`src/rtl/brick_scheduler.sv`:
```
// ---------------------------------------------------------------------------
// brick_scheduler
//
// Purpose:
//   Walks the 16 x 4 brick grid once per start request. For each slot it reads
//   the health from brick memory, works out the brick's pixel origin and hands
//   it to the brick drawer. It also owns the single brick-memory port, so it
//   interleaves game-logic hit requests (read, decrement, write back) into the
//   gaps between bricks and into idle time. Scan reads and hit writes can then
//   never collide on the port.
//
// Ports:
//   clk, resetn              clock; synchronous active-low reset
//   start                    one-cycle request for a full scan
//   busy, done               status: busy outside IDLE, done pulse at scan end
//   mem_addr, mem_health     memory address and read data (one-cycle latency)
//   mem_wren, mem_wdata      memory write strobe and write data
//   hit_req, hit_addr        held hit request and the slot it targets
//   hit_ack                  one-cycle pulse that completes a hit
//   draw_go                  one-cycle launch pulse for the drawer
//   draw_x, draw_y           brick origin, held from one GO to the next
//   draw_health              health captured for the brick being drawn
//   draw_done                drawer completion, only honoured in WAIT_DRAW
// ---------------------------------------------------------------------------
module brick_scheduler #(
    parameter int BRICK_W      = 10,
    parameter int BRICK_H      = 4,
    parameter int X0           = 0,
    parameter int Y0           = 8,
    parameter int DRAW_TIMEOUT = 16
) (
    input  logic       clk,
    input  logic       resetn,
    input  logic       start,
    output logic       busy,
    output logic       done,
    output logic [5:0] mem_addr,
    input  logic [1:0] mem_health,
    output logic       mem_wren,
    output logic [1:0] mem_wdata,
    input  logic       hit_req,
    input  logic [5:0] hit_addr,
    output logic       hit_ack,
    output logic       draw_go,
    output logic [9:0] draw_x,
    output logic [9:0] draw_y,
    output logic [1:0] draw_health,
    input  logic       draw_done
);

    typedef enum logic [3:0] {
        IDLE,
        HIT_RD,
        HIT_WAIT,
        HIT_WR,
        RD,
        RD_WAIT,
        GO,
        WAIT_DRAW,
        NEXT,
        DONE
    } state_t;

    // The dwell counter only has to reach DRAW_TIMEOUT-1.
    localparam int CNT_W = (DRAW_TIMEOUT > 2) ? $clog2(DRAW_TIMEOUT) : 1;
    localparam logic [CNT_W-1:0] CNT_LAST = CNT_W'(DRAW_TIMEOUT - 1);
    localparam logic [5:0] LAST_IDX = 6'd63;

    state_t           state_q, state_d;
    logic [5:0]       idx_q, idx_d;
    logic             pend_start_q, pend_start_d;
    logic             ret_scan_q, ret_scan_d;
    logic [1:0]       hreg_q, hreg_d;
    logic [CNT_W-1:0] cnt_q, cnt_d;
    logic [9:0]       draw_x_q, draw_x_d;
    logic [9:0]       draw_y_q, draw_y_d;
    logic [1:0]       draw_health_q, draw_health_d;

    logic [9:0]       x_calc;
    logic [9:0]       y_calc;

    // Brick origin from the grid position: the low nibble of idx is the
    // column and the top two bits are the row. The sums wrap at 10 bits.
    always_comb begin
        x_calc = 10'(X0) + 10'(BRICK_W) * 10'(idx_q[3:0]);
        y_calc = 10'(Y0) + 10'(BRICK_H) * 10'(idx_q[5:4]);
    end

    // State register and data registers. Reset abandons any operation in
    // flight; because every strobe is decoded from the state, returning to
    // IDLE guarantees that no write is issued.
    always_ff @(posedge clk) begin
        if (!resetn) begin
            state_q       <= IDLE;
            idx_q         <= 6'd0;
            pend_start_q  <= 1'b0;
            ret_scan_q    <= 1'b0;
            hreg_q        <= 2'd0;
            cnt_q         <= '0;
            draw_x_q      <= 10'd0;
            draw_y_q      <= 10'd0;
            draw_health_q <= 2'd0;
        end else begin
            state_q       <= state_d;
            idx_q         <= idx_d;
            pend_start_q  <= pend_start_d;
            ret_scan_q    <= ret_scan_d;
            hreg_q        <= hreg_d;
            cnt_q         <= cnt_d;
            draw_x_q      <= draw_x_d;
            draw_y_q      <= draw_y_d;
            draw_health_q <= draw_health_d;
        end
    end

    // Next-state and data-path logic.
    always_comb begin
        state_d       = state_q;
        idx_d         = idx_q;
        pend_start_d  = pend_start_q;
        ret_scan_d    = ret_scan_q;
        hreg_d        = hreg_q;
        cnt_d         = cnt_q;
        draw_x_d      = draw_x_q;
        draw_y_d      = draw_y_q;
        draw_health_d = draw_health_q;

        // Starts are latched here so that a start arriving while a hit or a
        // scan is running is not lost. A start during DONE would just repeat
        // the scan that is finishing, so it is dropped. When IDLE consumes the
        // pending flag below, that clear takes precedence, which merges a
        // start seen in the same cycle into the scan that is launching.
        if (start && (state_q != DONE)) begin
            pend_start_d = 1'b1;
        end

        case (state_q)
            IDLE: begin
                if (hit_req) begin
                    state_d    = HIT_RD;
                    ret_scan_d = 1'b0;
                end else if (pend_start_q) begin
                    state_d      = RD;
                    idx_d        = 6'd0;
                    pend_start_d = 1'b0;
                end
            end
            HIT_RD: begin
                state_d = HIT_WAIT;
            end
            HIT_WAIT: begin
                hreg_d  = mem_health;
                state_d = HIT_WR;
            end
            HIT_WR: begin
                state_d    = ret_scan_q ? RD : IDLE;
                ret_scan_d = 1'b0;
            end
            RD: begin
                state_d = RD_WAIT;
            end
            RD_WAIT: begin
                draw_health_d = mem_health;
                draw_x_d      = x_calc;
                draw_y_d      = y_calc;
                state_d       = GO;
            end
            GO: begin
                cnt_d   = '0;
                state_d = WAIT_DRAW;
            end
            WAIT_DRAW: begin
                cnt_d = cnt_q + 1'b1;
                if (draw_done || (cnt_q == CNT_LAST)) begin
                    state_d = NEXT;
                end
            end
            NEXT: begin
                // The gap between two bricks is the only place a hit may be
                // inserted during a scan, so at most one hit fits per gap.
                if (idx_q == LAST_IDX) begin
                    state_d = DONE;
                end else begin
                    idx_d = idx_q + 6'd1;
                    if (hit_req) begin
                        state_d    = HIT_RD;
                        ret_scan_d = 1'b1;
                    end else begin
                        state_d = RD;
                    end
                end
            end
            DONE: begin
                idx_d   = 6'd0;
                state_d = IDLE;
            end
            default: begin
                state_d = IDLE;
            end
        endcase
    end

    // Moore outputs decoded from the current state.
    always_comb begin
        busy      = (state_q != IDLE);
        done      = 1'b0;
        mem_addr  = 6'd0;
        mem_wren  = 1'b0;
        mem_wdata = 2'd0;
        hit_ack   = 1'b0;
        draw_go   = 1'b0;

        case (state_q)
            HIT_RD, HIT_WAIT: begin
                mem_addr = hit_addr;
            end
            HIT_WR: begin
                // Health saturates at zero: a hit on a dead brick is
                // acknowledged but writes nothing.
                hit_ack   = 1'b1;
                mem_addr  = hit_addr;
                mem_wren  = (hreg_q != 2'd0);
                mem_wdata = (hreg_q != 2'd0) ? (hreg_q - 2'd1) : 2'd0;
            end
            RD, RD_WAIT: begin
                mem_addr = idx_q;
            end
            GO: begin
                draw_go = 1'b1;
            end
            DONE: begin
                done = 1'b1;
            end
            default: begin
            end
        endcase
    end

    assign draw_x      = draw_x_q;
    assign draw_y      = draw_y_q;
    assign draw_health = draw_health_q;

endmodule

```
`config.mk`:
```
export PLATFORM = sky130hd
export DESIGN_NAME = brick_scheduler
export DESIGN_NICKNAME = d
export VERILOG_FILES = /design/src/rtl/brick_scheduler.sv
export SDC_FILE = /design/constraint.sdc
export NUM_CORES = 1
export LEC_CHECK = 0
export BUFFER_PORTS_ARGS = -buffer_cell sky130_fd_sc_hd__clkbuf_2
export CORE_ASPECT_RATIO = 1.2
export CORE_MARGIN = 2
export CORE_UTILIZATION = 56
export DETAILED_ROUTE_END_ITERATION = 7
export MAX_ROUTING_LAYER = met4
export PLACE_DENSITY = 0.84
export SLEW_MARGIN = 0
export SYNTH_ARGS = -nofsm -noshare
export SYNTH_HDL_FRONTEND = slang
export SYNTH_SLANG_ARGS = --single-unit
```
`constraint.sdc`:
```
create_clock -name clk -period 4.19 [get_ports clk]
set_clock_uncertainty 0.05 [all_clocks]
set_input_delay 0.6285 -clock clk [delete_from_list [all_inputs] [get_ports clk]]
set_output_delay 0.6285 -clock clk [all_outputs]
set_load 0.03 [all_outputs]
```
Word level (Yosys, flattened, before mapping)
Cells that the tools add are included.

cells by class
  add/sub/neg operators = 4
  multiply operators = 1
  eq/ne operators = 19
  mux-type cells = 27
  reduce and logical (&&, ||, !) cells = 13

operators by type and width
  operator                                                            number
  4-bit one-hot mux with 9 select lines                               1
  6-bit two-way mux                                                   3
  6-bit one-hot mux with 3 select lines                               1
  4-bit by 3-bit == test with 1-bit output (second input constant)    4
  4-bit two-way mux                                                   4
  4-bit == test (second input constant)                               3
  2-bit inequality test (second input constant)                       6
  6-bit one-hot mux with 2 select lines                               1
  1-bit two-way mux                                                   11
  4-bit by 2-bit == test with 1-bit output (second input constant)    2
  4-bit one-hot mux with 2 select lines                               1
  4-bit AND reduction                                                 2
  3-bit by 4-bit multiplier with 7-bit output (first input constant)  1
  6-bit by 1-bit adder with 6-bit output (second input constant)      1
  6-bit == test (second input constant)                               1
  3-bit two-way mux                                                   2
  3-bit nonzero test                                                  2
  4-bit by 4-bit adder with 5-bit output (first input constant)       1
  4-bit by 1-bit adder with 4-bit output (second input constant)      1
  4-bit by 1-bit == test with 1-bit output (second input constant)    1
  4-bit logical NOT                                                   1
  2-bit two-way mux                                                   2
  4-bit inequality test (second input constant)                       1
  2-bit nonzero test                                                  2
  9 further kinds                                                     9

storage, ports and cells
  flip-flop bits (word level) = 37
  input bits = 13
  output and inout bits = 35
  logic and storage cells = 73

Longest topological paths before layout
Gate-level depths: netlist of the first run.

  depth in word-level cells = 6
  depth in mapped cells = 6
  depth with buffers taken out = 6

Worst setup path after synthesis of the first run
OpenSTA, ideal clock, no wires.

  path kind = flip-flop to output port
  from = register state_q[0]
  to = output mem_wdata[0]
  arrival = 1,955 ps
  required time = 3,512 ps
  setup slack = 1,557 ps
  stages on the path, launching flop included = 6
  buffers on the path = 1
  cells stage by stage = dfxtp_1 buf_6 nand2_1 nor3_1 nand2_1 nor2_1

between the ends
  word-level cells in the longest chain between the ends = 2

RTL lines
  what                                      RTL line  source
  from (decl)                               69        state_t state_q, state_d;
  from (signal assigned)                    104       state_q <= state_d;
  4-bit by 2-bit == test with 1-bit output  213       case (state_q)
  2-bit two-way mux                         213
  to (decl)                                 40        output logic [1:0] mem_wdata,

No other way between the ends.

Final worst setup path of the first run
  from = register state_q[0]
  to = output mem_wdata[1]

Same word-level chain as after synthesis.

==> results of run 1 <==
[metrics by stage]
stage	hold WS (ps)	setup WS, ps
2_1_floorplan	383	1560
3_3_place_gp	393	1720
3_5_place_dp	399	1630
4_1_cts	414	1250
5_1_grt	439	1080
6_report	412	1260
[power by group through the flow]
stage,registers (mW),logic (mW),clock network [mW]
final,0.308,0.106,0.308
after global routing,0.310,0.116,0.326
after CTS,0.308,0.106,0.313
after detailed placement,0.314,0.105,0
after global placement,0.314,0.104,0
after floorplan,0.304,0.0998,0
[final cells by class]
type	count	area, um^2
repair buffers	37	185
inverters	4	15.0
well taps	36	45.0
clock buffers	6	51.3
clock inverters	2	60.1
fillers	268	1030
multi-input cells	173	1070
flip-flops and latches	30	601
[registers in the layout (all words and copies together) (netlist names)]
name / cells
draw_x: 7
state_q: 4
pend_start_q: 1
draw_y: 3
idx_q: 6
cnt_q: 4
draw_health: 2
hreg_q: 2
ret_scan_q: 1
[layout by cell type, fill, tap and decap left out, drive strengths merged, types with 3 or more instances in the layout]
cell and instances:
nand2b 8, a211oi 3, mux2i 6, ha 6, o21ai 5, nor3 4, nor4b 3, conb 10
clkbuf 43, a21oi 21, nor3b 5, nor2 29, inv 4, nand2 29, a22oi 8, dfxtp 30
nand3 6
[per-layer routing]
| layer | GRT usage (%) | up-vias |
|---|---|---|
| li1 | - | 819 |
| met4 | 6.40 | 0 |
| met3 | 6.26 | 5 |
| met1 | 25.0 | 779 |
| met5 | - | - |
| met2 | 42.3 | 30 |
[cell families after synthesis]
kind of cell | after synthesis
buf+inv | 26
other cells | 1
mux | 6
compound gates | 52
fa+ha+maj | 7
simple gates | 97
flops | 30
xor+xnor | 1
[critical path, cell delays in order (launching register included)]
cell and delay [ps]:
dfxtp_1 880, nand2_1 260, nor3_1 370, and3_1 210
clkbuf_2 200
[cell usage after synthesis, drive strengths merged (2+ instances only)]
cell type,instances,area (um^2)
nor3,4,25.0
o21a,2,15.0
nand3,6,35.0
buf,18,133
dfxtp,30,601
nand4,2,12.5
a211oi,3,22.5
nand2b,8,50.1
nor3b,5,37.5
o22ai,2,12.5
o21ai,5,25.0
o31ai,2,15.0
clkbuf,4,16.3
o31a,2,17.5
nor2,29,119
mux2i,6,60.1
nand3b,2,15.0
a22oi,8,60.1
inv,4,15.0
nand2,29,109
nor4b,3,47.5
a31oi,2,12.5
a21oi,21,105
ha,6,75.1
[final timing paths]
| kind | start | to | slack [ps] |
|---|---|---|---|
| setup / recovery | state_q[0] | mem_wdata[1] | 1260 |
| hold / removal | draw_y[4] | draw_y[4] | 410 |
| setup reg to reg | state_q[0] | draw_x[6] | 2060 |
| hold reg to reg | draw_y[4] | draw_y[4] | 410 |
==> impl_metrics.toml, run 1 <==
[outcome]
run_status = "complete, no violations"

[global_routing]
grt_pass1_vias = 1444
grt_start_max_net_pins = 28
grt_pass1_wl_mm = 6.51
grt-ovfl-total = 0
antenna_found_initial = 0
track_usage_pct = 23.3

[pwr]
vdd_drop_max_mv = 0.369
p_int_mw = 0.527
seq_power_share_pct = 42.7
powerDensity_nw_per_um2 = 356
power_mw = 0.722
switchingPower_mw = 0.194
power.share.clock_pct = 42.7
p_sw_share_pct = 26.9
combPwrFrac_pct = 14.7
power.leakage_nw = 0.832

[critical_path]
rr_worst_depth = 4
cp-start-kind = "flip-flop"
required_ps = 3510
path_class = "reg2out"
arrival_ps = 2260
cp_max_fo = 21
crit_path_end_kind = "output pin"

[drt]
drt_first_pass_iters = 4
wl_per_cell_um = 13.8
wl_met2_mm = 2.10
drc = 0
wl_met1_mm = 1.68
viasPerCell = 5.67
dr_wl_met3_um = 163
via_count = 1633
maxUsedRoutingLayer = "met4"
first_iter_violations = 53
wl_mm = 3.98
antenna_left = 0

[job]
maxCapViolCount = 0

[finish]
stdcell_area_um2 = 2030
fin_util_pct = 66.3
area_growth_pct = 12.6
stdcell_count = 288
fin_nets = 271
antenna_cells = 0
layout-drive-gt1-share_pct = 21.8

[clocking]
clockBufferDepth = 2
clk_pin_slew_ps = 100
cts_hold_buf = 0
h-tree-depth = 2
cts_tree = "done"
worstSkewPairLatency_ps = 340
cts.repair.resized = 0
clockRootBuffer = "clkbuf_4"
post_cts_buffers = 0
cts.sinks = 30
cts_buffers = 5

[synth]
synth_compound_area_share_pct = 18.6
yosysUniqueCellTypes = 52
yosys.area_share.adder_pct = 5.28
synth_top_family_by_area = "simple AND/OR/NAND/NOR gates"
synthSimpleGateAreaFrac_pct = 29.7
synth.avg_cell_area_um2 = 8.18
async_flop_share_pct = 0
synth_xor_area_share_pct = 0.486
yosys_warnings = 0
synth.area.mux_share_pct = 3.34
synth-main-ff-cell = "dfxtp_1"
synth_edf_count = 0
netlist_instances = 220
ys_seq_area_share_pct = 33.4
syn_area_um2 = 1800
ys_ff_latch = 30

[placement]
dpl_cell_area_um2 = 1920
dp_hpwl_mm = 2.81
io_buffers = 37
gp_congestion = 0.881
dp_cells = 280

[timing]
fin_crit_sh_pct = 70.0
finalHoldViolCount = 0
maxSlewViolCount = 0
worst_pin_slew_ps = 898
fmax_ghz = 0.341
setup_tns_ps = 0
min_period_ps = 2930
slew-limit-headroom_pct = 40.0
rsz0062_at_grt = "no"
setup_viol = 0

[die]
fp.dieH_um = 66.1
io_pins = 48
core-area_um2 = 3060
dieArea_um2 = 3690
die_x_um = 55.8
start_util_pct = 58.9
rows = 22

[hold_path]
hold_path_class = "reg2reg"
hold_depth = 2
Power figures use the tool's default switching activity.
==> inputs of run 2 (changes only) <==
- CORE_UTILIZATION: 56 -> 47
- PLACE_DENSITY: 0.84 -> 0.75
- clock period: 4.19 -> 2.4 ns (I/O delays scaled with it)
==> impl_metrics.toml, run 2 (synthesized netlist as in run 1, its figures left out) <==
[finish]
stdcell_area_um2 = 2120
antenna_cells = 0
layout.cells.most_common = "clkbuf_2"
area_growth_pct = 17.9
layout-drive-gt1-share_pct = 24.1
fin_nets = 276
stdcell_count = 309
final_cell_mix = "37 x clkbuf_2, 29 x nand2_1, 29 x dfxtp_1"
fillers = 375
largest_register_ffs = 7

[clocking]
cts_buffers = 5
clockBufferDepth = 2
cts_tree = "done"
clk_pin_slew_ps = 70
h-tree-depth = 2
cts_hold_buf = 0
post_cts_buffers = 0
cts.repair.resized = 0
cts.sinks = 30
clockRootBuffer = "clkbuf_8"
worstSkewPairLatency_ps = 280

[pwr]
powerDensity_nw_per_um2 = 646
vdd_drop_max_mv = 0.420
power.leakage_nw = 0.876

[drt]
first_iter_violations = 67
drt_first_pass_iters = 4
antenna_left = 0
drc = 0
wl_mm = 4.14
viasPerCell = 5.45
via_count = 1685
wl_per_cell_um = 13.4

[global_routing]
grt-ovfl-total = 0
antenna_found_initial = 0
grt_start_max_net_pins = 19
grt_pass1_wl_mm = 6.68
track_usage_pct = 21.1
grt_pass1_vias = 1515

[critical_path]
cp-start-kind = "flip-flop"
cp-startpoint = "state_q[0]"
arrival_ps = 1790
crit_path_end_kind = "output pin"
r2r-start = "state_q[3]"
required_ps = 1990
path_class = "reg2out"
cp_max_fo = 10

[timing]
setup_tns_ps = 0
setup_viol = 0
rsz0062_at_grt = "no"
fin_crit_sh_pct = 91.7
worst_pin_slew_ps = 773
slew-limit-headroom_pct = 48.3
fmax_ghz = 0.455
fin_ws_ps = 200
finalHoldViolCount = 0
maxSlewViolCount = 0
min_period_ps = 2200

[placement]
dp_hpwl_mm = 3.01
pre_cts_slack_ps = 423
dpl_cell_area_um2 = 1970
dp_cells = 301
io_buffers = 37
gp_congestion = 0.843

[die]
core-area_um2 = 3660
fp.dieH_um = 71.8
io_pins = 48
rows = 24
die_x_um = 60.5
dieArea_um2 = 4340
start_util_pct = 49.1

[hold_path]
hold_start = "mem_health[1]"
hold_path_class = "in2reg"

[outcome]
run_status = "complete, no violations"

[job]
maxCapViolCount = 0
[run 2: changes by cell type in the layout (fill, tap and decap cells not counted), sizes merged]
cell	before	now
buf	0	5
[run 2: metrics by stage]
stage,hold slack [ps],util (%),total power [mW]
6_report,265,57.9,1.37
5_1_grt,263,57.9,1.42
3_3_place_gp,393,53.9,0.737
4_1_cts,261,57.8,1.38
3_5_place_dp,401,53.9,0.741
2_1_floorplan,383,-,0.705
[run 2: path summary, 6_finish.rpt]
kind | slack [ps] | end | depth (start not counted)
setup / recovery | 200 | mem_addr[1] | 5
hold / removal | 260 | draw_health[1] | 3
setup reg to reg | 420 | idx_q[5] | 5
hold reg to reg | 410 | draw_x[2] | 2
[run 2: layer usage]
layer	global-route usage (%)	up-vias	part of all wire [%]	wire, um
li1	-	825	-	-
met2	34.2	45	52	2160
met3	5.42	5	5.1	212
met1	24.6	810	41	1710
met4	8.45	0	1.5	63
met5	-	-	0	0
[run 2: cell type report]
class	instances	area (um^2)	share of cell area, %
Multi-Input combinational cell	173	1070	50.6
Clock inverter	2	60.1	2.83
Sequential cell	30	602	28.4
Inverter	4	15.0	0.708
Clock buffer	6	82.6	3.89
Tap cell	52	65.1	3.07
Timing Repair Buffer	42	223	10.5
[run 2: worst max-delay path, stage by stage (launching register included)]
cell      delay [ps]
dfxtp_1          590
nor2_4            90
nor2_1           340
a22oi_1          150
nor2_1           120
clkbuf_2         210
[run 2: power by group]
part           leakage, nW  internal (mW)  total, mW  switching, mW
combinational        0.562         0.0650      0.203          0.138
sequential           0.243          0.509      0.529         0.0207
clock               0.0714          0.443      0.638          0.195
==> inputs of run 3 (changes only) <==
- CORE_UTILIZATION: 47 -> 45
- PLACE_DENSITY: 0.75 -> 0.7
- SKIP_LAST_GASP: default -> 1
- clock period: 2.4 -> 2.1 ns (I/O delays scaled with it)
==> impl_metrics.toml, run 3 (synthesized netlist as in run 1, its figures left out) <==
[clocking]
cts_buffers = 5
clockBufferDepth = 2
cts.sinks = 30
worstSkewPairLatency_ps = 290
clockRootBuffer = "clkbuf_8"
h-tree-depth = 2
post_cts_buffers = 0
clk_pin_slew_ps = 70
cts_tree = "done"

[timing]
whs_ps = 217
fin_ws_ps = 186
worst_pin_slew_ps = 595
setup_viol = 0
slew-limit-headroom_pct = 60.4
rsz0062_at_grt = "no"
setup_tns_ps = 0
fin_crit_sh_pct = 91.1
min_period_ps = 1910
finalHoldViolCount = 0
fmax_ghz = 0.523
maxSlewViolCount = 0

[finish]
antenna_cells = 0
register_area_um2 = 603
layout-drive-gt1-share_pct = 26.2
stdcell_count = 317
final_cell_mix = "37 x clkbuf_2, 29 x nand2_1, 28 x dfxtp_1"
stdcell_area_um2 = 2170
multi_input_area_um2 = 1070
fin_util_pct = 56.0
fillers = 402
layout.cells.most_common = "clkbuf_2"
fin_nets = 282
largest_register_ffs = 7
area_growth_pct = 20.6

[placement]
dp_hpwl_mm = 2.95
pre_cts_slack_ps = 317
io_buffers = 37
dp_cells = 309
dpl_cell_area_um2 = 2030
gp_congestion = 0.821

[pwr]
power_mw = 1.58
powerDensity_nw_per_um2 = 730
power.leakage_nw = 0.907
vdd_drop_max_mv = 0.472

[drt]
viasPerCell = 5.18
wl_mm = 4.09
drt_first_pass_iters = 5
first_iter_violations = 68
wl_per_cell_um = 12.9
drc = 0
antenna_left = 0
via_count = 1642

[die]
rows = 25
start_util_pct = 46.4
io_pins = 48
fp.dieH_um = 73.3
dieArea_um2 = 4520
die_x_um = 61.7
core-area_um2 = 3880

[critical_path]
cp_max_fo = 12
path_common_cell = "nor2_1"
cp-startpoint = "state_q[1]"
crit_path_end_kind = "output pin"
crit_family = "simple AND/OR/NAND/NOR gates"
critical-path-max-stage-delay_ps = 420
cp_cell_sequence = "nor2_1 > a22oi_1 > nor2_1 > clkbuf_2"
required_ps = 1740
crit_buf_inv = 1
regToRegSetupSlack_ps = 340
r2r-start = "idx_q[2]"
path_class = "reg2out"
slowest_stage = "nor2_1"
arrival_ps = 1550
cp-start-kind = "flip-flop"

[global_routing]
antenna_found_initial = 0
track_usage_pct = 19.7
grt-ovfl-total = 0
grt_start_max_net_pins = 28
grt_pass1_wl_mm = 6.43
grt_pass1_vias = 1434

[hold_path]
hold_path_class = "in2reg"
hold_start = "mem_health[1]"

[outcome]
run_status = "complete, no violations"

[job]
maxCapViolCount = 0
run 3: cell types whose count changed in the layout (fill, tap and decap cells not counted):
cell     previous run  this run
dfxtp_2             1         2
dfxtp_1            29        28
buf_4               5        11
run 3: layer usage:
| metal | share of wire [%] | global-route usage [%] | vias to the layer above | wire, um |
|---|---|---|---|---|
| met5 | 0 | - | - | 0 |
| met4 | 2.2 | 7.80 | 0 | 92 |
| met3 | 3.7 | 4.40 | 10 | 151 |
| met2 | 49 | 31.3 | 27 | 2020 |
| met1 | 45 | 23.7 | 769 | 1830 |
| li1 | - | - | 836 | - |
run 3: worst register-to-register path: stages, from the launching register on:
cell	delay [ps]
dfxtp_1	420
ha_1	240
ha_1	210
fa_1	380
xnor2_1	130
a211oi_1	250
run 3: worst paths after layout:
path,end,cells past startpoint
worst min register to register,draw_x[5],2
worst max-delay path,mem_addr[2],4
worst max register to register,draw_x[6],5
worst min-delay path,draw_health[1],3
run 3: what timing repair did:
action,in CTS,in global routing
setup endpoints to repair,0,8
gates resized for setup,0,2
hold buffers,0,0
endpoints found under the hold margin,0,0
run 3: final cells by class:
type / instances / share of cell area (%)
inverter: 4 / 0.692
tap: 54 / 3.11
timing repair buffer: 48 / 12.3
sequential: 30 / 27.8
clock inverter: 2 / 2.77
clock buffer: 6 / 3.80
multi-input combinational: 173 / 49.5
run 3: report_power, final:
group / switching [mW] / internal, mW
Combinational: 0.163 / 0.0833
Sequential: 0.0170 / 0.582
Clock: 0.233 / 0.506
